[src/rtl/map_switch.sv]
// -----------------------------------------------------------------------------
// map_switch
//
// Switches the active cartridge mapper slot on a toggle request that arrives
// from another clock domain. A switch waits for the bus to go quiet,
// holds every mapper in reset for HOLD_CYCLES cycles, and then commits the new
// slot index, its arguments and the derived PRG mask / CHR base.
//
// Ports
//   clk           : clock, all logic on the rising edge
//   reset_n       : synchronous active-low reset
//   map_ctrl      : {args, select} of the requested mapper, stable while pending
//   map_ctrl_req  : toggle request (asynchronous to clk)
//   map_ctrl_ack  : toggle acknowledge, equals the request parity when idle
//   bus_busy      : the active mapper is driving prg_oe or chr_ce
//   select        : active mapper index
//   map_args      : active mapper arguments (bits [4:0] are chr_off)
//   map_reset     : per-slot reset, 1 = slot held in reset
//   prg_mask      : PRG address AND-mask, (1 << chr_off) - 1
//   chr_base      : CHR address OR-base, 1 << chr_off
//   cfg_err       : the most recent request named a slot that does not exist
// -----------------------------------------------------------------------------
module map_switch #(
    parameter int MAP_CNT     = 32,
    parameter int ADDR_BITS   = 23,
    parameter int ARGS_BITS   = 7,
    parameter int HOLD_CYCLES = 8,
    parameter int SEL_BITS    = $clog2(MAP_CNT)
) (
    input  logic                          clk,
    input  logic                          reset_n,
    input  logic [ARGS_BITS+SEL_BITS-1:0] map_ctrl,
    input  logic                          map_ctrl_req,
    output logic                          map_ctrl_ack,
    input  logic                          bus_busy,
    output logic [SEL_BITS-1:0]           select,
    output logic [ARGS_BITS-1:0]          map_args,
    output logic [MAP_CNT-1:0]            map_reset,
    output logic [ADDR_BITS-1:0]          prg_mask,
    output logic [ADDR_BITS-1:0]          chr_base,
    output logic                          cfg_err
);

    localparam logic [1:0] ST_RUN    = 2'd0;
    localparam logic [1:0] ST_DRAIN  = 2'd1;
    localparam logic [1:0] ST_HOLD   = 2'd2;
    localparam logic [1:0] ST_COMMIT = 2'd3;

    // One extra bit so the slot-count comparison is meaningful even when
    // MAP_CNT is a power of two (every encodable select is then valid).
    localparam logic [SEL_BITS:0] MAP_CNT_EXT = MAP_CNT[SEL_BITS:0];
    localparam logic [7:0]        HOLD_LOAD   = 8'(HOLD_CYCLES - 1);

    logic [1:0]                   sync_reg;
    logic [1:0]                   state_reg;
    logic [ARGS_BITS+SEL_BITS-1:0] shadow_reg;
    logic                         idle_seen_reg;
    logic [7:0]                   hold_cnt_reg;
    logic [SEL_BITS-1:0]          select_reg;
    logic [ARGS_BITS-1:0]         args_reg;
    logic [ADDR_BITS-1:0]         mask_reg;
    logic [ADDR_BITS-1:0]         base_reg;
    logic                         ack_reg;
    logic                         err_reg;

    logic                         pending;
    logic [SEL_BITS-1:0]          shadow_sel;
    logic [ARGS_BITS-1:0]         shadow_args;
    logic [4:0]                   chr_off_next;
    logic                         shadow_oob;
    logic [ADDR_BITS-1:0]         mask_next;
    logic [ADDR_BITS-1:0]         base_next;
    logic [SEL_BITS-1:0]          released_sel;
    logic                         in_hold;

    // A request is outstanding whenever the synchronized toggle differs from
    // the acknowledge; a toggle seen while busy stays latched this way.
    assign pending      = sync_reg[1] != ack_reg;

    assign shadow_sel   = shadow_reg[SEL_BITS-1:0];
    assign shadow_args  = shadow_reg[ARGS_BITS+SEL_BITS-1:SEL_BITS];
    assign chr_off_next = shadow_args[4:0];
    assign shadow_oob   = {1'b0, shadow_sel} >= MAP_CNT_EXT;

    // Mask bit gi is set for every bit below chr_off; the base is the single
    // bit at chr_off. A chr_off beyond the address width therefore yields an
    // all-ones mask and a zero base without a separate special case.
    generate
        for (genvar gi = 0; gi < ADDR_BITS; gi++) begin : g_addr
            assign mask_next[gi] = 32'(chr_off_next) > gi;
            assign base_next[gi] = 32'(chr_off_next) == gi;
        end
    endgenerate

    // During COMMIT the new slot is released one cycle ahead of select so the
    // all-ones window lasts exactly the HOLD state.
    assign in_hold      = state_reg == ST_HOLD;
    assign released_sel = (state_reg == ST_COMMIT) ? shadow_sel : select_reg;

    generate
        for (genvar gi = 0; gi < MAP_CNT; gi++) begin : g_slot
            assign map_reset[gi] = in_hold || (released_sel != SEL_BITS'(gi));
        end
    endgenerate

    always_ff @(posedge clk) begin
        if (!reset_n) begin
            sync_reg      <= 2'b00;
            state_reg     <= ST_RUN;
            shadow_reg    <= '0;
            idle_seen_reg <= 1'b0;
            hold_cnt_reg  <= 8'd0;
            select_reg    <= '0;
            args_reg      <= '0;
            mask_reg      <= '0;
            base_reg      <= ADDR_BITS'(1);
            ack_reg       <= 1'b0;
            err_reg       <= 1'b0;
        end else begin
            sync_reg <= {sync_reg[0], map_ctrl_req};
            case (state_reg)
                ST_RUN: begin
                    if (pending) begin
                        shadow_reg    <= map_ctrl;
                        idle_seen_reg <= 1'b0;
                        state_reg     <= ST_DRAIN;
                    end
                end
                ST_DRAIN: begin
                    if (shadow_oob) begin
                        // Reject without touching the running mapper.
                        err_reg   <= 1'b1;
                        ack_reg   <= ~ack_reg;
                        state_reg <= ST_RUN;
                    end else if (bus_busy) begin
                        idle_seen_reg <= 1'b0;
                    end else if (idle_seen_reg) begin
                        hold_cnt_reg <= HOLD_LOAD;
                        state_reg    <= ST_HOLD;
                    end else begin
                        idle_seen_reg <= 1'b1;
                    end
                end
                ST_HOLD: begin
                    if (hold_cnt_reg == 8'd0) begin
                        state_reg <= ST_COMMIT;
                    end else begin
                        hold_cnt_reg <= hold_cnt_reg - 8'd1;
                    end
                end
                ST_COMMIT: begin
                    select_reg <= shadow_sel;
                    args_reg   <= shadow_args;
                    mask_reg   <= mask_next;
                    base_reg   <= base_next;
                    err_reg    <= 1'b0;
                    // Taking the synchronized level rather than inverting lets
                    // a request that toggled back meanwhile cancel out.
                    ack_reg    <= sync_reg[1];
                    state_reg  <= ST_RUN;
                end
                default: begin
                    state_reg <= ST_RUN;
                end
            endcase
        end
    end

    assign map_ctrl_ack = ack_reg;
    assign select       = select_reg;
    assign map_args     = args_reg;
    assign prg_mask     = mask_reg;
    assign chr_base     = base_reg;
    assign cfg_err      = err_reg;

endmodule

[config.mk]
export PLATFORM = sky130hd
export DESIGN_NAME = map_switch
export DESIGN_NICKNAME = d
export VERILOG_FILES = /design/src/rtl/map_switch.sv
export SDC_FILE = /design/constraint.sdc
export NUM_CORES = 1
export LEC_CHECK = 0
export ABC_AREA = 1
export ABC_CLOCK_PERIOD_IN_PS = 1700
export CAP_MARGIN = 0
export CORE_MARGIN = 5
export CORE_UTILIZATION = 43
export DETAILED_ROUTE_END_ITERATION = 10
export PLACE_DENSITY = 0.85
export SLEW_MARGIN = 40
export SYNTH_ARGS = -nofsm -noshare
export SYNTH_HDL_FRONTEND = slang
export SYNTH_SLANG_ARGS = --single-unit
[constraint.sdc]
create_clock -name clk -period 1.7 [get_ports clk]
set_clock_uncertainty 0.2 [all_clocks]
set_input_delay 0.425 -clock clk [delete_from_list [all_inputs] [get_ports clk]]
set_output_delay 0.425 -clock clk [all_outputs]
set_load 0.005 [all_outputs]
# After elaboration in Yosys (flattened, before gate mapping)
# Index checks and enable logic that the tools add are counted.
[op_classes] add_sub_neg=1 n_lt_le_gt_ge=23 n_eq_ne=62 mux=13 n_reduce_logical=42
[ops] cell="$ne 5x5->1 const B" count=16
[ops] cell="$eq 5x4->1 const B" count=8
[ops] cell="$gt 5x4->1 const B" count=8
[ops] cell="$ne 5x4->1 const B" count=8
[ops] cell="$eq 5x5->1 const B" count=7
[ops] cell="$gt 5x5->1 const B" count=7
[ops] cell="$logic_or 1x1->1" count=32
[ops] cell="$mux 8" count=3
[ops] cell="$eq 5x3->1 const B" count=4
[ops] cell="$gt 5x3->1 const B" count=4
[ops] cell="$ne 5x3->1 const B" count=4
[ops] cell="$pmux 8 s2" count=1
[ops] cell="$eq 5x2->1 const B" count=2
[ops] cell="$gt 5x1->1 const B" count=2
[ops] cell="$gt 5x2->1 const B" count=2
[ops] cell="$ne 5x2->1 const B" count=2
[ops] cell="$logic_not 8->1" count=1
[ops] cell="$mux 2" count=4
[ops] cell="$ne 2x2->1 const B" count=4
[ops] cell="$pmux 2 s4" count=1
[ops] cell="$reduce_and 4->1" count=2
[ops] cell="$sub 8x1->8 const B" count=1
[ops] cell="$eq 5x1->1 const B" count=1
[ops] cell="$logic_not 5->1" count=1
[ops] cell="12 further kinds" count=16
[word_totals] ff_bits=84 input_bits=16 output_inout_bits=92 word_cells=151

# Longest topological paths before layout
# Gate-level depths: netlist of run 1.
[depth] ltp_word=4 ltp_mapped=10 mapped_depth_nobuf=10

# Worst setup path before layout of run 1
# OpenSTA, ideal clock, no wires.
[synth_timing] path_kind="reg-to-output" from="register state_reg[0]" to="output port map_reset[16]" arrival_time_ps=1264 t_required_ps=1075 path_slack_ps=-189 path_stages_with_launch=8 n_path_buf=2 path_cell_list="dfxtp_1 > ha_1 > buf_6 > nand2_2 > o21ai_2 > nor2_2 > buf_4 > nand2_1"
[synth_between] elab_chain_len=4 elab_cells_between_ends=5 classes_between="eq/ne (3); mux (1); reduce/logical (1)"
[synth_rtl] item="from (decl)" line_no="55" rtl="logic [1:0] state_reg;"
[synth_rtl] item="from (signal assigned)" line_no="109" rtl="state_reg <= ST_RUN;"
[synth_rtl] item="from (signal assigned)" line_no="126" rtl="state_reg <= ST_DRAIN;"
[synth_rtl] item="from (signal assigned)" line_no="134" rtl="state_reg <= ST_RUN;"
[synth_rtl] item="$eq 2x2->1" line_no="98" rtl="assign released_sel = (state_reg == ST_COMMIT) ? shadow_sel : select_reg;"
[synth_rtl] item="$mux 5"
[synth_rtl] item="$ne 5x5->1" line_no="102" rtl="assign map_reset[gi] = in_hold || (released_sel != SEL_BITS'(gi));"
[synth_rtl] item="$logic_or 1x1->1 (*)" line_no="102"
[synth_rtl] item="to (decl)" line_no="38" rtl="output logic [MAP_CNT-1:0] map_reset,"
# Mark *: on every way between the ends. The rest lies on a longest branch, timed or not.

# Worst setup path in the final report of run 1
[layout_timing] from="register state_reg[1]" to="output port map_reset[18]"
# Same word-level chain as after synthesis.

==> impl_results.md, run 1 <==
* Post-Route WL at ~15000 um
* Slowest-stage cell, CP: dfxtp_2
* Share of the synthesized area in the top cell type at 45.3%
* Total GRT Usage at a little under a quarter
* Syn Std Cell Area at 0.00371 mm2
* Rows at 34
* Sequential Area at between 0.0015 and 0.002 mm2
* Chip Height at 103 um
* # fillers at approximately 600
* Hold Fails Final Rpt at 0
* Tcrit/Tclk final at 162%
* Multi-input gate area at between 0.002 and 0.0025 mm2
* CTS buffer count at 9
* Maximum fanout along the worst path at 7
* Design Area, Final at 0.00610 mm2
* Post-DP HPWL at about 8100 um
* WL per Instance at between 15 and 20 um
* Vias/cell at about 5.5
* Worst Setup End Kind: output port
* WP buf/inv at 3
* Share of cells above drive strength 1 at 36.1%
* CORE AREA at between 0.008 and 0.009 mm2
* Syn nets at around 550
* Worst VDD drop at ~0.00065 V
* CP delay by family, top: buffers and inverters
* Routed vias at roughly 4400
* Failing checks: setup timing
* Clock Sinks at 84
* Sum of negative setup slack at -27.82 ns
* DR pass1 iterations at 4
* Synth Register Bits at 84
* Fin crit period at 2.75 ns
* Synth Area per Inst at 7.02 um2
* DRC at 0
* CP Class: reg2out
* CTS max path bufs at 2
* Number of synthesized flops with an enable pin at 0
* Dominant cell type by area after synthesis: dfxtp_1
* Final Max Tran Viols at 0
* CTS tree: yes
* GP Congestion at a little under 1
* Initial DRC Count at ~270
* P&R area growth vs syn at 64.3%
* Antenna violations before repair at 1
* Largest stage delay on the critical path at about 0.37 ns
* Syn Inst Count at around 530
* GRT overflow at 0
* Die ar. at roughly 0.011 mm2
* Hold Buf Count CTS at 0
* Clock root cell: clkbuf_8
* Nets at a little over 700
* Synth cell count leaders: nand2_1, dfxtp_1, a21oi_1, nor2_1, inv_1
* Arrival @ worst endpoint at ~2.1 ns
* Distinct cells, synth at 33
* ANT nets after route at 0
* Clock Latency Late Sink at 0.36 ns
* Ports at between 100 and 150
* Most frequent CP cell: nand2_1
* Status: finished, violations left
* R2R setup slack at -0.14 ns
* # diodes at 0
* Port bufs at roughly 110
* MaxCap Viol Count at 0
* Register area share after synthesis at 45.3%
* Largest net degree at the start of global routing at 38
* First-pass GRT wire length at between 15000 and 20000 um
* Synth async-reset ratio at 0%
* RSZ-0062 raised after global routing: true
* Most used DFF post-synth: dfxtp_1
* Worst EP required at between 1 and 1.5 ns
* Hold Crit Class: reg2reg
* Initial Utilization at a little over two fifths
* H-tree levels at 3
* Final setup fails at 47
* Placed Area at ~0.0052 mm2
* Total power per unit cell area at approximately 1100 mW/mm2
* Worst path cell trace: ha_4 -> nand2_1 -> o21ai_4 -> inv_2 -> nand2_4 -> buf_6 -> nor2_4 -> nand2_1 -> clkbuf_2
* Fmax at around 360 MHz
* Vias in the first global route at just over 4000
* Count leader, synth: nand2_1
* Leakage Power at between 2 and 3 nW
* Synth top area cells: dfxtp_1, nand2_1, a21oi_1
* Clock transition at path regs at roughly 0.09 ns
* Hold Worst Slack at around 0.23 ns
* Setup ws final at -1.05 ns
* YS warnings at 0
* DIE WIDTH at around 100 um
* Critical Path Start Type: flop
[tightest hold or removal path: stages, from the launching register on]
cell,delay [ns]
dfxtp_1,0.32
nand2_1,0.05
inv_1,0.04
[cells in the final DEF, fill, tap and decap left out, drive strengths merged, types with 3 or more instances in the layout]
| cell | netlist | routed |
|---|---|---|
| nand2 | 144 | 144 |
| buf | 17 | 96 |
| dfxtp | 84 | 84 |
| a21oi | 66 | 66 |
| nor2 | 65 | 65 |
| dlygate4sd2 | 0 | 54 |
| inv | 53 | 53 |
| o21ai | 45 | 45 |
| clkbuf | 9 | 28 |
| nand3 | 16 | 17 |
| clkdlybuf4s50 | 0 | 15 |
| nor3 | 8 | 8 |
| ha | 6 | 6 |
| nand4 | 4 | 4 |
| clkinv | 2 | 4 |
| clkdlybuf4s15 | 0 | 3 |
| dlymetal6s2s | 0 | 3 |
[power breakdown]
group	internal, mW	switching, mW	leakage [nW]	total (mW)
logic	1.28	1.74	1.99	3.02
registers	2.18	0.174	0.694	2.36
clock network	0.567	0.728	0.0824	1.30
[metrics by stage]
step           setup WS, ns  power, mW  utilization [%]  std cells
2_1_floorplan        -0.126       3.53                -        529
3_3_place_gp         -0.552       4.26             60.7        764
3_5_place_dp         -0.604       4.34             60.7        764
4_1_cts              -0.941       6.05             66.3        802
5_1_grt               -1.17       7.01             71.4        815
6_report              -1.05       6.67             71.4        815
[layer usage]
metal | GRT usage (%) | share of wire [%]
met5 | 0 | 0.047
met4 | 11.8 | 5.4
met3 | 3.99 | 8.4
met2 | 41.8 | 51
met1 | 25.5 | 35
[timing repair]
item | 4_1_cts | 5_1_grt
pin swaps | 18 | 31
cloned | 3 | 1
setup buffers | 19 | 19
gates resized for setup | 220 | 151
setup endpoints to repair | 105 | 99
[final cells by class]
class                   instances  share of cell area (%)
repair buffers                187                    27.7
well taps                     108                    2.21
flip-flops and latches         84                    28.1
multi-input cells             365                    35.6
inverters                      55                    3.63
clock buffers                  12                    2.38
clock inverters                 4                   0.410
[cell families after synthesis]
kind of cell             synth area share [%]
adder cells (fa/ha/maj)                  2.02
AO/OA/AOI/OAI                            16.8
other                                   0.101
buffers and inverters                    9.50
flip-flops                               45.3
AND/OR/NAND/NOR                          26.3
[worst paths after layout]
check,start,end,depth (start not counted)
worst max-delay path,state_reg[1],map_reset[18],9
worst min-delay path,sync_reg[0],sync_reg[1],2
worst max register to register,hold_cnt_reg[0],hold_cnt_reg[6],9
worst min register to register,sync_reg[0],sync_reg[1],2
Power figures use the tool's default switching activity.
==> run 2, diff against run 1 <==
--- a/config.mk
+++ b/config.mk
@@ -9,9 +9,10 @@
 export ABC_CLOCK_PERIOD_IN_PS = 1700
 export CAP_MARGIN = 0
 export CORE_MARGIN = 5
-export CORE_UTILIZATION = 43
+export CORE_UTILIZATION = 50
 export DETAILED_ROUTE_END_ITERATION = 10
-export PLACE_DENSITY = 0.85
+export DONT_BUFFER_PORTS = 1
+export PLACE_DENSITY = 0.77
 export SLEW_MARGIN = 40
 export SYNTH_ARGS = -nofsm -noshare
 export SYNTH_HDL_FRONTEND = slang
==> run 2 against run 1 <==
- critical path type unchanged
- highest routed layer is now met4
- cell count fell by 19%
- critical endpoint is now map_reset[20]
- count of clock-buffer cells in the layout down 3
- worst hold slack got worse by 0.20 ns
- the run still ends with setup timing left
- worst setup slack improved by 0.52 ns
==> impl_results.md, run 2 (same netlist as run 1, synthesis figures left out) <==
* Tcrit/Tclk final at 131%
* FF-to-FF path depth at 7
* Commonest non-fill, non-tap cell in the layout: nand2_1
* MaxCap Viol Count at 0
* RSZ-0062 raised after global routing: true
* DIE WIDTH at 96.2 um
* Fin crit period at roughly 2.2 ns
* DR pass1 iterations at 5
* Hold_sp: reset_n
* Vias in the first global route at 3144
* Worst path cell trace: ha_4 -> buf_8 -> o21ai_4 -> nand2_2 -> nor2_2 -> nand2_1
* Slew @ Worst Pin at around 0.57 ns
* Final setup fails at 65
* P_int at approximately 3.6 mW
* Seq pwr share at 41.9%
* Sw frac at 36.8%
* Arrival @ worst endpoint at between 1.5 and 2 ns
* CTS buffer count at 9
* Sw power at 2.07 mW
* Clock transition at path regs at about 0.080 ns
* Gate power share at between 30% and 40%
* Antenna violations before repair at 0
* Design Area, Final at around 0.0044 mm2
* H-tree levels at 3
* Worst VDD drop at about 0.00067 V
* Nets at between 500 and 600
* Fmax at between 400 and 500 MHz
* Total power per unit cell area at ~1300 mW/mm2
* Clock Sinks at 84
* R2r endpoint: prg_mask[22]
* Relative slew margins at 61.7%
* Share of cells above drive strength 1 at 19.9%
* Final Max Tran Viols at 0
* Clock root cell: clkbuf_8
* Total GRT Usage at between 20% and 30%
* Hold Fails Final Rpt at 0
* Dpl ws at -0.110 ns
* Routed vias at ~3400
* Hold Worst Slack at 0.0225 ns
* DRC at 0
* Ports at between 100 and 150
* Failing checks: setup timing
* # diodes at 0
* Post-DP HPWL at about 7000 um
* Slowest-stage cell, CP: dfxtp_2
* Vias/cell at around 5.2
* Largest net degree at the start of global routing at 31
* Clock Latency Late Sink at approximately 0.36 ns
* CTS max path bufs at 2
* Hold path depth at 2
* Status: finished, violations left
* Critical Path Start Type: flop
* CTS tree: yes
* Port bufs at 0
* Hold Crit Class: in2reg
* First-pass GRT wire length at roughly 15000 um
* GRT overflow at 0
* Chip Height at 96.2 um
* Maximum fanout along the worst path at 7
* Die ar. at just over 0.009 mm2
* ANT nets after route at 0
* Post-Route WL at 10100 um
* Largest stage delay on the critical path at 0.35 ns
* Worst r2r src: state_reg[0]
* CORE AREA at around 0.0073 mm2
* Setup ws final at -0.531 ns
* CP Class: reg2out
* WL per Instance at about 15 um
* Most frequent cells in the layout: nand2_1, dfxtp_1, a21oi_1, nor2_1, inv_1
* Rows at 31
* R2R setup slack at -0.07 ns
* Worst Setup End Kind: output port
* Placed Area at between 0.004 and 0.005 mm2
* P&R area growth vs syn at 19.8%
* Hold endpoint: chr_base[2]
* Initial Utilization at about half
* Clock power share at about 26%
* Leakage Power at roughly 1.8 nW
* Initial DRC Count at between 150 and 200
* GP Congestion at around 0.92
* Worst EP required at about 1.1 ns
==> run 2: changes by cell type in the layout (fill, tap and decap cells not counted), sizes merged, moves of 2 or more <==
cell / before / now
dlygate4sd2: 54 / 0
buf: 96 / 35
dlygate4sd3: 0 / 4
dlymetal6s2s: 3 / 0
clkdlybuf4s50: 15 / 0
inv: 53 / 55
clkdlybuf4s15: 3 / 0
clkbuf: 28 / 9
==> run 2: critical path: cells and delay by family (launching register included) <==
family / cells / cell delay, ns
adders and majority gates: 1 / 0.19
buffers and inverters: 1 / 0.14
DFF: 1 / 0.35
and+or+nand+nor: 3 / 0.37
AOI/OAI and AO/OA: 1 / 0.21
==> run 2: stage by stage <==
stage	util, %	TNS [ns]	power [mW]	instances
after floorplan	-	-2.66	3.53	529
final	61.3	-17.57	5.62	658
after detailed placement	55.4	-3.93	4.01	636
after global placement	55.4	-1.94	3.95	636
after global routing	61.3	-24.88	5.98	658
after CTS	58.8	-15.49	5.47	655
==> run 2: worst max path at each step <==
stage / depth (start not counted) / end / slack, ns / from
final: 6 / map_reset[20] / -0.53 / state_reg[0]
after global routing: 6 / map_reset[9] / -0.63 / state_reg[0]
after CTS: 6 / map_reset[29] / -0.50 / state_reg[0]
after detailed placement: 6 / map_reset[29] / -0.11 / state_reg[0]
after global placement: 6 / map_reset[13] / -0.08 / state_reg[0]
after floorplan: 8 / map_reset[0] / -0.13 / state_reg[1]
==> run 2: layout make-up <==
class,count,area (um2)
Clock buffer,9,124
Clock inverter,7,73.8
Fill cell,654,2800
Inverter,55,216
Multi-Input combinational cell,365,1880
Sequential cell,84,1680
Tap cell,99,124
Timing Repair Buffer,39,352
==> run 2: metal layers <==
metal  share of wire [%]  global-route usage [%]
met1                  40                    23.6
met2                  49                    38.1
met3                 7.5                    7.04
met4                 2.7                    7.58
met5                   0                       0
==> run 2: power groups by stage <==
stage                     clock network [mW]  logic, mW  registers (mW)
after floorplan                            0       1.19            2.34
after global placement                     0       1.56            2.39
after detailed placement                   0       1.62            2.39
after CTS                               1.46       1.66            2.35
after global routing                    1.57       2.03            2.38
final                                   1.43       1.84            2.35
==> run 2: what timing repair did <==
item,4_1_cts,5_1_grt
resized for setup,6,56
endpoints found under the setup margin,62,85
hold buffers,3,1
hold endpoints to repair,14,1
setup buffers,0,1
gates cloned,0,1
pin swaps,0,6
